## src/rtl/mem_bus_arbiter_if.sv

```systemverilog
// Slave-side memory bus driven by mem_bus_arbiter.
// Request fields stay stable from req until ack.
interface mem_bus_arbiter_if #(
  parameter int ADDR_W = 32,
  parameter int DATA_W = 32
);
  logic                req;
  logic                we;
  logic [ADDR_W-1:0]   addr;
  logic [DATA_W-1:0]   wdata;
  logic [DATA_W/8-1:0] wstrb;
  logic                ack;
  logic                rvalid;
  logic [DATA_W-1:0]   rdata;

  modport master (
    output req, we, addr, wdata, wstrb,
    input  ack, rvalid, rdata
  );

  modport slave (
    input  req, we, addr, wdata, wstrb,
    output ack, rvalid, rdata
  );
endinterface

```

## src/rtl/mem_bus_arbiter.sv

```systemverilog
// Round-robin arbiter sharing one memory port between LSU (m0)
// and fetch (m1); one transfer in flight, timeout abort.
module mem_bus_arbiter #(
  parameter int ADDR_W  = 32,
  parameter int DATA_W  = 32,
  parameter int TIMEOUT = 255
) (
  input  logic                clk,
  input  logic                rst,
  input  logic                m0_req_i,
  input  logic                m0_we_i,
  input  logic [ADDR_W-1:0]   m0_addr_i,
  input  logic [DATA_W-1:0]   m0_wdata_i,
  input  logic [DATA_W/8-1:0] m0_wstrb_i,
  output logic                m0_gnt_o,
  output logic                m0_done_o,
  output logic                m0_err_o,
  output logic [DATA_W-1:0]   m0_rdata_o,
  input  logic                m1_req_i,
  input  logic                m1_we_i,
  input  logic [ADDR_W-1:0]   m1_addr_i,
  input  logic [DATA_W-1:0]   m1_wdata_i,
  input  logic [DATA_W/8-1:0] m1_wstrb_i,
  output logic                m1_gnt_o,
  output logic                m1_done_o,
  output logic                m1_err_o,
  output logic [DATA_W-1:0]   m1_rdata_o,
  mem_bus_arbiter_if.master   s,
  output logic                busy_o
);
  localparam int SW    = DATA_W / 8;
  localparam int CNT_W = (TIMEOUT > 1) ? $clog2(TIMEOUT) : 1;
  localparam logic [CNT_W-1:0] CNT_LAST =
    (TIMEOUT > 0) ? CNT_W'(TIMEOUT - 1) : '0;

  typedef enum logic [1:0] {IDLE, REQ, WAIT} state_e;

  state_e                 state_q, state_d;
  logic                   owner_q, owner_d;
  logic                   last_q, last_d;
  logic [CNT_W-1:0]       cnt_q, cnt_d;
  logic                   we_q, we_d;
  logic [ADDR_W-1:0]      addr_q, addr_d;
  logic [DATA_W-1:0]      wdata_q, wdata_d;
  logic [SW-1:0]          wstrb_q, wstrb_d;
  logic [1:0]             done_q, done_d;
  logic [1:0]             err_q, err_d;
  logic [1:0][DATA_W-1:0] rdata_q, rdata_d;

  logic [1:0] req;
  logic [1:0] gnt;
  logic       win;
  logic       fin;
  logic       abort;
  logic       tmo;

  assign req = {m1_req_i, m0_req_i};

  always_comb begin
    state_d = state_q;
    owner_d = owner_q;
    last_d  = last_q;
    cnt_d   = '0;
    we_d    = we_q;
    addr_d  = addr_q;
    wdata_d = wdata_q;
    wstrb_d = wstrb_q;
    done_d  = '0;
    err_d   = err_q;
    rdata_d = rdata_q;
    gnt     = '0;
    win     = 1'b0;
    fin     = 1'b0;
    abort   = 1'b0;
    tmo     = (TIMEOUT != 0) && (cnt_q == CNT_LAST);
    unique case (state_q)
      IDLE: begin
        if (!rst && |req) begin
          // On a tie the previous owner yields.
          win      = (&req) ? ~last_q : req[1];
          gnt[win] = 1'b1;
          owner_d  = win;
          last_d   = win;
          we_d     = win ? m1_we_i    : m0_we_i;
          addr_d   = win ? m1_addr_i  : m0_addr_i;
          wdata_d  = win ? m1_wdata_i : m0_wdata_i;
          wstrb_d  = win ? m1_wstrb_i : m0_wstrb_i;
          state_d  = REQ;
        end
      end
      REQ: begin
        cnt_d = cnt_q + 1'b1;
        if (s.ack && s.rvalid) fin = 1'b1;
        else if (tmo)          abort = 1'b1;
        else if (s.ack)        state_d = WAIT;
      end
      WAIT: begin
        cnt_d = cnt_q + 1'b1;
        if (s.rvalid) fin = 1'b1;
        else if (tmo) abort = 1'b1;
      end
      default: state_d = IDLE;
    endcase
    if (fin || abort) begin
      state_d          = IDLE;
      cnt_d            = '0;
      done_d[owner_q]  = 1'b1;
      err_d[owner_q]   = abort;
      rdata_d[owner_q] = (fin && !we_q) ? s.rdata : '0;
    end
  end

  always_ff @(posedge clk) begin
    if (rst) begin
      state_q <= IDLE;
      owner_q <= 1'b0;
      last_q  <= 1'b1;
      cnt_q   <= '0;
      we_q    <= 1'b0;
      addr_q  <= '0;
      wdata_q <= '0;
      wstrb_q <= '0;
      done_q  <= '0;
      err_q   <= '0;
      rdata_q <= '0;
    end else begin
      state_q <= state_d;
      owner_q <= owner_d;
      last_q  <= last_d;
      cnt_q   <= cnt_d;
      we_q    <= we_d;
      addr_q  <= addr_d;
      wdata_q <= wdata_d;
      wstrb_q <= wstrb_d;
      done_q  <= done_d;
      err_q   <= err_d;
      rdata_q <= rdata_d;
    end
  end

  assign s.req   = (state_q == REQ);
  assign s.we    = we_q;
  assign s.addr  = addr_q;
  assign s.wdata = wdata_q;
  assign s.wstrb = wstrb_q;
  assign busy_o  = (state_q != IDLE);

  assign m0_gnt_o   = gnt[0];
  assign m1_gnt_o   = gnt[1];
  assign m0_done_o  = done_q[0];
  assign m1_done_o  = done_q[1];
  assign m0_err_o   = err_q[0];
  assign m1_err_o   = err_q[1];
  assign m0_rdata_o = rdata_q[0];
  assign m1_rdata_o = rdata_q[1];
endmodule

```

## src/flat_wrapper.sv

```systemverilog
// flat-port wrapper written by rule: the top's interface ports become plain ports
module mem_bus_arbiter_flat 
#(
  parameter int ADDR_W  = 32,
  parameter int DATA_W  = 32,
  parameter int TIMEOUT = 255
)
  (clk, rst, m0_req_i, m0_we_i, m0_addr_i, m0_wdata_i, m0_wstrb_i, m0_gnt_o, m0_done_o, m0_err_o, m0_rdata_o, m1_req_i, m1_we_i, m1_addr_i, m1_wdata_i, m1_wstrb_i, m1_gnt_o, m1_done_o, m1_err_o, m1_rdata_o, busy_o, s_req, s_we, s_addr, s_wdata, s_wstrb, s_ack, s_rvalid, s_rdata);
  mem_bus_arbiter_if #(.ADDR_W(ADDR_W), .DATA_W(DATA_W)) s_i ();
  input  logic clk;
  input  logic rst;
  input  logic m0_req_i;
  input  logic m0_we_i;
  input  logic [ADDR_W-1:0] m0_addr_i;
  input  logic [DATA_W-1:0] m0_wdata_i;
  input  logic [DATA_W/8-1:0] m0_wstrb_i;
  output logic m0_gnt_o;
  output logic m0_done_o;
  output logic m0_err_o;
  output logic [DATA_W-1:0] m0_rdata_o;
  input  logic m1_req_i;
  input  logic m1_we_i;
  input  logic [ADDR_W-1:0] m1_addr_i;
  input  logic [DATA_W-1:0] m1_wdata_i;
  input  logic [DATA_W/8-1:0] m1_wstrb_i;
  output logic m1_gnt_o;
  output logic m1_done_o;
  output logic m1_err_o;
  output logic [DATA_W-1:0] m1_rdata_o;
  output logic busy_o;
  output wire logic [$bits(s_i.req)-1:0] s_req;
  output wire logic [$bits(s_i.we)-1:0] s_we;
  output wire logic [$bits(s_i.addr)-1:0] s_addr;
  output wire logic [$bits(s_i.wdata)-1:0] s_wdata;
  output wire logic [$bits(s_i.wstrb)-1:0] s_wstrb;
  input wire logic [$bits(s_i.ack)-1:0] s_ack;
  input wire logic [$bits(s_i.rvalid)-1:0] s_rvalid;
  input wire logic [$bits(s_i.rdata)-1:0] s_rdata;
  assign s_req = s_i.req;
  assign s_we = s_i.we;
  assign s_addr = s_i.addr;
  assign s_wdata = s_i.wdata;
  assign s_wstrb = s_i.wstrb;
  assign s_i.ack = s_ack;
  assign s_i.rvalid = s_rvalid;
  assign s_i.rdata = s_rdata;
  mem_bus_arbiter #(.ADDR_W(ADDR_W), .DATA_W(DATA_W), .TIMEOUT(TIMEOUT)) u_core (.clk(clk), .rst(rst), .m0_req_i(m0_req_i), .m0_we_i(m0_we_i), .m0_addr_i(m0_addr_i), .m0_wdata_i(m0_wdata_i), .m0_wstrb_i(m0_wstrb_i), .m0_gnt_o(m0_gnt_o), .m0_done_o(m0_done_o), .m0_err_o(m0_err_o), .m0_rdata_o(m0_rdata_o), .m1_req_i(m1_req_i), .m1_we_i(m1_we_i), .m1_addr_i(m1_addr_i), .m1_wdata_i(m1_wdata_i), .m1_wstrb_i(m1_wstrb_i), .m1_gnt_o(m1_gnt_o), .m1_done_o(m1_done_o), .m1_err_o(m1_err_o), .m1_rdata_o(m1_rdata_o), .s(s_i), .busy_o(busy_o));
endmodule
```

## config.mk

```make
export PLATFORM = sky130hd
export DESIGN_NAME = mem_bus_arbiter_flat
export DESIGN_NICKNAME = d
export VERILOG_FILES = /design/src/rtl/mem_bus_arbiter_if.sv /design/src/rtl/mem_bus_arbiter.sv /design/src/flat_wrapper.sv
export SDC_FILE = /design/constraint.sdc
export NUM_CORES = 1
export LEC_CHECK = 0
export ABC_AREA = 1
export BUFFER_PORTS_ARGS = -buffer_cell sky130_fd_sc_hd__buf_2
export CORE_AREA = 2 2 124 126
export DETAILED_ROUTE_END_ITERATION = 12
export DIE_AREA = 0 0 126 128
export GPL_TIMING_DRIVEN = 0
export PLACE_DENSITY = 0.75
export SLEW_MARGIN = 20
export SYNTH_ARGS = -nofsm -noshare
export SYNTH_HDL_FRONTEND = slang
export SYNTH_SLANG_ARGS = --single-unit
```

## constraint.sdc

```tcl
create_clock -name clk -period 1.9 [get_ports clk]
set_input_delay 0 -clock clk [delete_from_list [all_inputs] [get_ports clk]]
set_output_delay 0 -clock clk [all_outputs]
set_load 0.01 [all_outputs]
```

# Word level (Yosys, flattened, before mapping)
# Cells that the tools add are included.
# W data, S select, Z words.
# totals
reg_bits	149
latchBits	0
mem_bits_rw	0
mem_bits_ro	0
input_bits	176
output_inout_bits	141
wordCells	74
n_memories	0
# classes
n_addsub	1
n_mul	0
div_mod_pow	0
n_lt_le_gt_ge	4
eq_ne	7
n_shift	0
n_mux	28
bitwise	4
reduce_logical	18
# ops
cell	n
$mux W32	4
$bwmux W64	1
$demux W32 S1	1
$mux W2	6
$mux W1	9
$add A8 B1 Y8 const B	1
$eq A8 B8 Y1 const B	1
$reduce_or A2 Y1	4
$pmux W2 S3	1
$logic_and A1 B1 Y1	5
$reduce_and A5 Y1	1
$lt A1 B2 Y1 const B	2
$mux W4	1
$ne A2 B1 Y1 const B	2
$ne A2 B2 Y1 const B	2
$not A1 Y1	4
$pmux W1 S2	2
$reduce_and A2 Y1	2
$reduce_or A3 Y1	1
$bwmux W2	1
$demux W1 S1	2
$eq A2 B1 Y1 const B	1
$eq A2 B2 Y1 const B	1
$ge A1 B1 Y1 const B	2
4 further kinds	5

# Logic depth before layout (Yosys ltp)
# logic_depth
word_depth	8
ltp_mapped	12
ltp_nobuf	11

# Worst setup path after synthesis
# OpenSTA, ideal clock, no wires.
# synth_timing
kind	flip-flop to flip-flop
from	register u_core.state_q[1]
to	register u_core.rdata_q, in the netlist u_core.m0_rdata_o[23]
setup_ps	64
arrival_ps	1596
t_required_ps	1836
setup_slack_ps	240
stages_incl_launch_ff	12
n_path_buf	1
period_less_slack_ps	1660
path_cell_list	dfxtp_1 -> inv_1 -> ha_1 -> inv_2 -> o21bai_1 -> nand3_2 -> nor2_2 -> buf_2 -> nand2_1 -> nand3_1 -> nand2_1 -> nor2_1
# synth_via
elab_chain_len	5
elab_cells_between_ends	8
cone_classes	eq/ne: 2; mux: 4; reduce/logical: 2
# synth_rtl
element	line	text
start: declaration	mem_bus_arbiter.sv:38	state_e state_q, state_d;
start signal: assignment	mem_bus_arbiter.sv:127	state_q <= state_d;
$eq A2 B1 Y1 (*)	--	
via s_req	flat_wrapper.sv:31	output wire logic [$bits(s_i.req)-1:0] s_req;
$pmux W1 S2	mem_bus_arbiter.sv:76	unique case (state_q)
$logic_and A1 B1 Y1	mem_bus_arbiter.sv:109	rdata_d[owner_q] = (fin && !we_q) ? s.rdata : '0;
$mux W32	mem_bus_arbiter.sv:109	
$bwmux W64	mem_bus_arbiter.sv:109	
end signal: assignment	mem_bus_arbiter.sv:137	rdata_q <= rdata_d;
end: declaration	mem_bus_arbiter.sv:48	logic [1:0][DATA_W-1:0] rdata_q, rdata_d;
# The timed path passes the listed nets; every way through them passes the cells marked *.
# A chain may end at the register's enable or synchronous reset.

# Final worst setup path
# layout_timing
from	register u_core.state_q[0]
to	register u_core.wdata_q[7] (netlist: u_core.s.wdata[7])
# layout_via
elab_chain_len	2
# layout_rtl
element	line	text
$logic_not A2 Y1	mem_bus_arbiter.sv:76	
$reduce_and A2 Y1 (no source line)	--	
end signal: assignment	mem_bus_arbiter.sv:133	wdata_q <= wdata_d;
end: declaration	mem_bus_arbiter.sv:44	logic [DATA_W-1:0] wdata_q, wdata_d;
# Every way passes these cells.

==> metrics.md <==
| Metric | Value |
|---|---|
| Result of the run | `finished, violations left` |
| Violations in the final reports | `setup timing` |
| Number of rows created at floorplan | `45` |
| Cell variety after synth | `32` |
| Syn avg cell area | `7.22 µm²` |
| Post-CTS clock slew at the launch and capture registers of the worst setup and hold paths | `60 ps` |
| Design area | `10800 µm²` |
| Routed len/inst | `18.3 µm` |
| First-pass DRT Iterations | `6` |
| Cell chosen for the clock root | `sky130_fd_sc_hd__clkbuf_16` |
| Detailed placement HPWL | `16200 µm` |
| Number of buffers inserted during clock tree synthesis | `17` |
| Initial antenna violation count | `1` |
| Final number of setup-violating endpoints | `1` |
| Clk Latency, worst-skew pair | `430 ps` |
| Vias per cell | `5.45` |
| Non-filler cells in the finished layout | `1584` |
| Final routed wirelength across all metal layers | `28900 µm` |
| Synthesis-to-layout area growth | `72.2%` |
| TritonCTS clock tree | `done` |
| Max clock buf depth | `2` |
| Slew Limit Headroom | `57.1%` |
| Final critical-path required period | `1920 ps` |
| Via Count | `8634` |
| Static power due to leakage | `4.84 nW` |
| Type of the worst setup path | `reg2reg` |
| Die area | `16100 µm²` |
| Synthesized cell area | `~6300 µm²` |
| CTS HTree Levels | `4` |
| Synthesized instance count | `866` |
| Filler Cell Count | `1022` |
| Proportion of layout cells with a drive suffix above 1 | `30.6%` |
| Post-synthesis net count | `between 1000 and 1500` |
| Cell total after placement | `1370` |
| Total number of nets in the final design | `1564` |
| Setup Skew | `between 9 and 10 ps` |
| Clk sink count | `149` |
| Max Cap Viol | `0` |
| Yosys warning count | `0` |
| Fraction of the cycle the final worst path needs | `101%` |
| Wire length of the first global-routing pass | `43300 µm` |
| Placer Congestion | `0.943` |
| Class of the tightest hold or removal check | `in2reg` |
| Crit path DAT | `between 2000 and 2500 ps` |
| Peak fanout along the critical path | `10` |
| Seq/Total Area, Yosys | `a little under half` |
| Top library cells by usage in the layout, fill and taps aside | `sky130_fd_sc_hd__nand2_1, sky130_fd_sc_hd__buf_2, sky130_fd_sc_hd__dlygate4sd3_1, sky130_fd_sc_hd__dfxtp_1, sky130_fd_sc_hd__nor2_1` |
| Die Height | `128 µm` |
| Worst VDD drop | `~0.00061 V` |
| Required time worst endpoint | `between 2000 and 2500 ps` |
| Initial cell density of the core | `a little over two fifths` |
| Leading cell type in the layout, fill and taps excluded | `sky130_fd_sc_hd__nand2_1` |
| Category of the worst setup path capture point | `flip-flop` |
| Highest clock rate | `about 520 MHz` |
| Final count of hold timing violations | `0` |
| Top-level I/O count | `317` |
| Final routed DRC violation total | `0` |
| Overall track demand over capacity in global routing | `33.6%` |
| ANT nets after route | `0` |
| Sum of negative setup slack | `-22.9 ps` |
| Cell Area, Placed | `8070 µm²` |
| Area inside the core boundary | `14900 µm²` |
| PD cells | `944 nW/µm²` |
| Startpoint types | `flip-flop` |
| Finished Core Util | `72.4%` |
| Number of global-route vias before repair | `around 8400` |
| DRC marker count from the first detailed-route iteration | `756` |
| Pin count of the biggest net entering global routing | `17` |
| Final worst-path setup slack | `-22.9 ps` |
| Final slew viol count | `0` |
| Number of buffers inserted by port buffering | `around 320` |
| Die Span X | `approximately 130 µm` |
| Post-synthesis sequential element count | `149` |
| Gr ovfl total | `0` |
| Worst slew pin tran | `643 ps` |
## worst max-delay path, stage by stage (launching register included)
cell and delay [ps]:
sky130_fd_sc_hd__dfxtp_4 360, sky130_fd_sc_hd__inv_2 80, sky130_fd_sc_hd__ha_4 130, sky130_fd_sc_hd__inv_2 50
sky130_fd_sc_hd__or2_4 260, sky130_fd_sc_hd__buf_6 160, sky130_fd_sc_hd__nor2_4 130, sky130_fd_sc_hd__buf_12 160
sky130_fd_sc_hd__buf_8 140, sky130_fd_sc_hd__nand2_1 60, sky130_fd_sc_hd__a31oi_1 290
## flip-flops by register name, summed over array words and instances, names as in the netlist
name and cells:
u_core.m1_rdata_o 32, u_core.cnt_q 8, u_core.owner_q 1, u_core.s.addr 32, u_core.s.wdata 32, u_core.err_q 2
u_core.state_q 2, u_core.done_q 2, u_core.last_q 1, u_core.m0_rdata_o 32, u_core.s.wstrb 4, u_core.s.we 1
## routing by layer
layer	track usage [%]	vias to the layer above	routed length, µm
met4	21.8	0	1890
met1	36.8	3885	10200
li1	-	3898	-
met2	57.8	696	13800
met3	8.81	155	3020
met5	0	-	0
## timing repair
item	in CTS	in global routing
gates cloned	0	3
pin swaps	1	16
hold endpoints to repair	134	0
setup endpoints to repair	112	140
hold buffers	171	0
gates resized for setup	11	89
setup buffers	4	5
## final timing paths
| path | depth (start not counted) | endpoint | slack (ps) | start |
|---|---|---|---|---|
| setup / recovery | 10 | u_core.s.wdata[7]$_SDFFE_PP0P_ | -20 | u_core.state_q[0]$_SDFFE_PP0P_ |
| hold / removal | 5 | u_core.state_q[0]$_SDFFE_PP0P_ | 80 | s_rvalid |
| setup reg to reg | 10 | u_core.s.wdata[7]$_SDFFE_PP0P_ | -20 | u_core.state_q[0]$_SDFFE_PP0P_ |
| hold reg to reg | 1 | u_core.cnt_q[0]$_SDFF_PP0_ | 450 | u_core.cnt_q[0]$_SDFF_PP0_ |
## cell usage after synthesis (all sizes together)
| cell type | number | area share, % |
|---|---|---|
| dfxtp | 149 | 48 |
| o211ai | 1 | 0.12 |
| a211oi | 1 | 0.12 |
| nand4 | 3 | 0.30 |
| nor3 | 1 | 0.080 |
| xor2 | 3 | 0.42 |
| xnor2 | 2 | 0.28 |
| nand3 | 69 | 5.6 |
| a31oi | 70 | 7.0 |
| o21bai | 1 | 0.12 |
| nand2 | 322 | 19 |
| a21oi | 70 | 5.7 |
| clkbuf | 37 | 2.2 |
| inv | 9 | 0.54 |
| nor2 | 86 | 5.4 |
| buf | 32 | 3.5 |
| ha | 5 | 1.0 |
| o21ai | 3 | 0.24 |
| or2 | 2 | 0.20 |
## area by class of cell
type                       instances  area, µm²  share of cell area, %
multi-input combinational        639       2990                   27.8
sequential                       149       2990                   27.8
clock inverter                     9        151                   1.41
buffer                            68        489                   4.54
inverter                           9       36.3                  0.337
timing repair buffer             499       3410                   31.7
clock buffer                      22        464                   4.31
tap                              188        235                   2.18
antenna                            1       2.50                 0.0232
## metrics by stage
step	total power [mW]	hold WS (ps)	setup slack, ps
after floorplan	4.98	157	240
after global placement	5.87	257	-124
after detailed placement	5.89	269	-173
after CTS	9.73	41.8	5.69
after global routing	10.5	116	-84.5
final	10.2	75.9	-22.9
## cells by family (layout without fill, tap and decap cells)
logic type | count (synthesis) | in the layout | synth area share, %
simple gates | 483 | 483 | 31.0
fa+ha+maj | 5 | 5 | 1.00
flops | 149 | 149 | 47.7
compound gates | 146 | 146 | 13.3
other cells | 0 | 1 | 0
xor+xnor | 5 | 5 | 0.700
buf+inv | 78 | 607 | 6.30
## power by group
part / internal, mW / total (mW) / switching (mW)
Combinational: 1.21 / 2.92 / 1.71
Clock: 2.26 / 3.58 / 1.33
Sequential: 3.45 / 3.66 / 0.206
(Power assumes the default switching activity.)
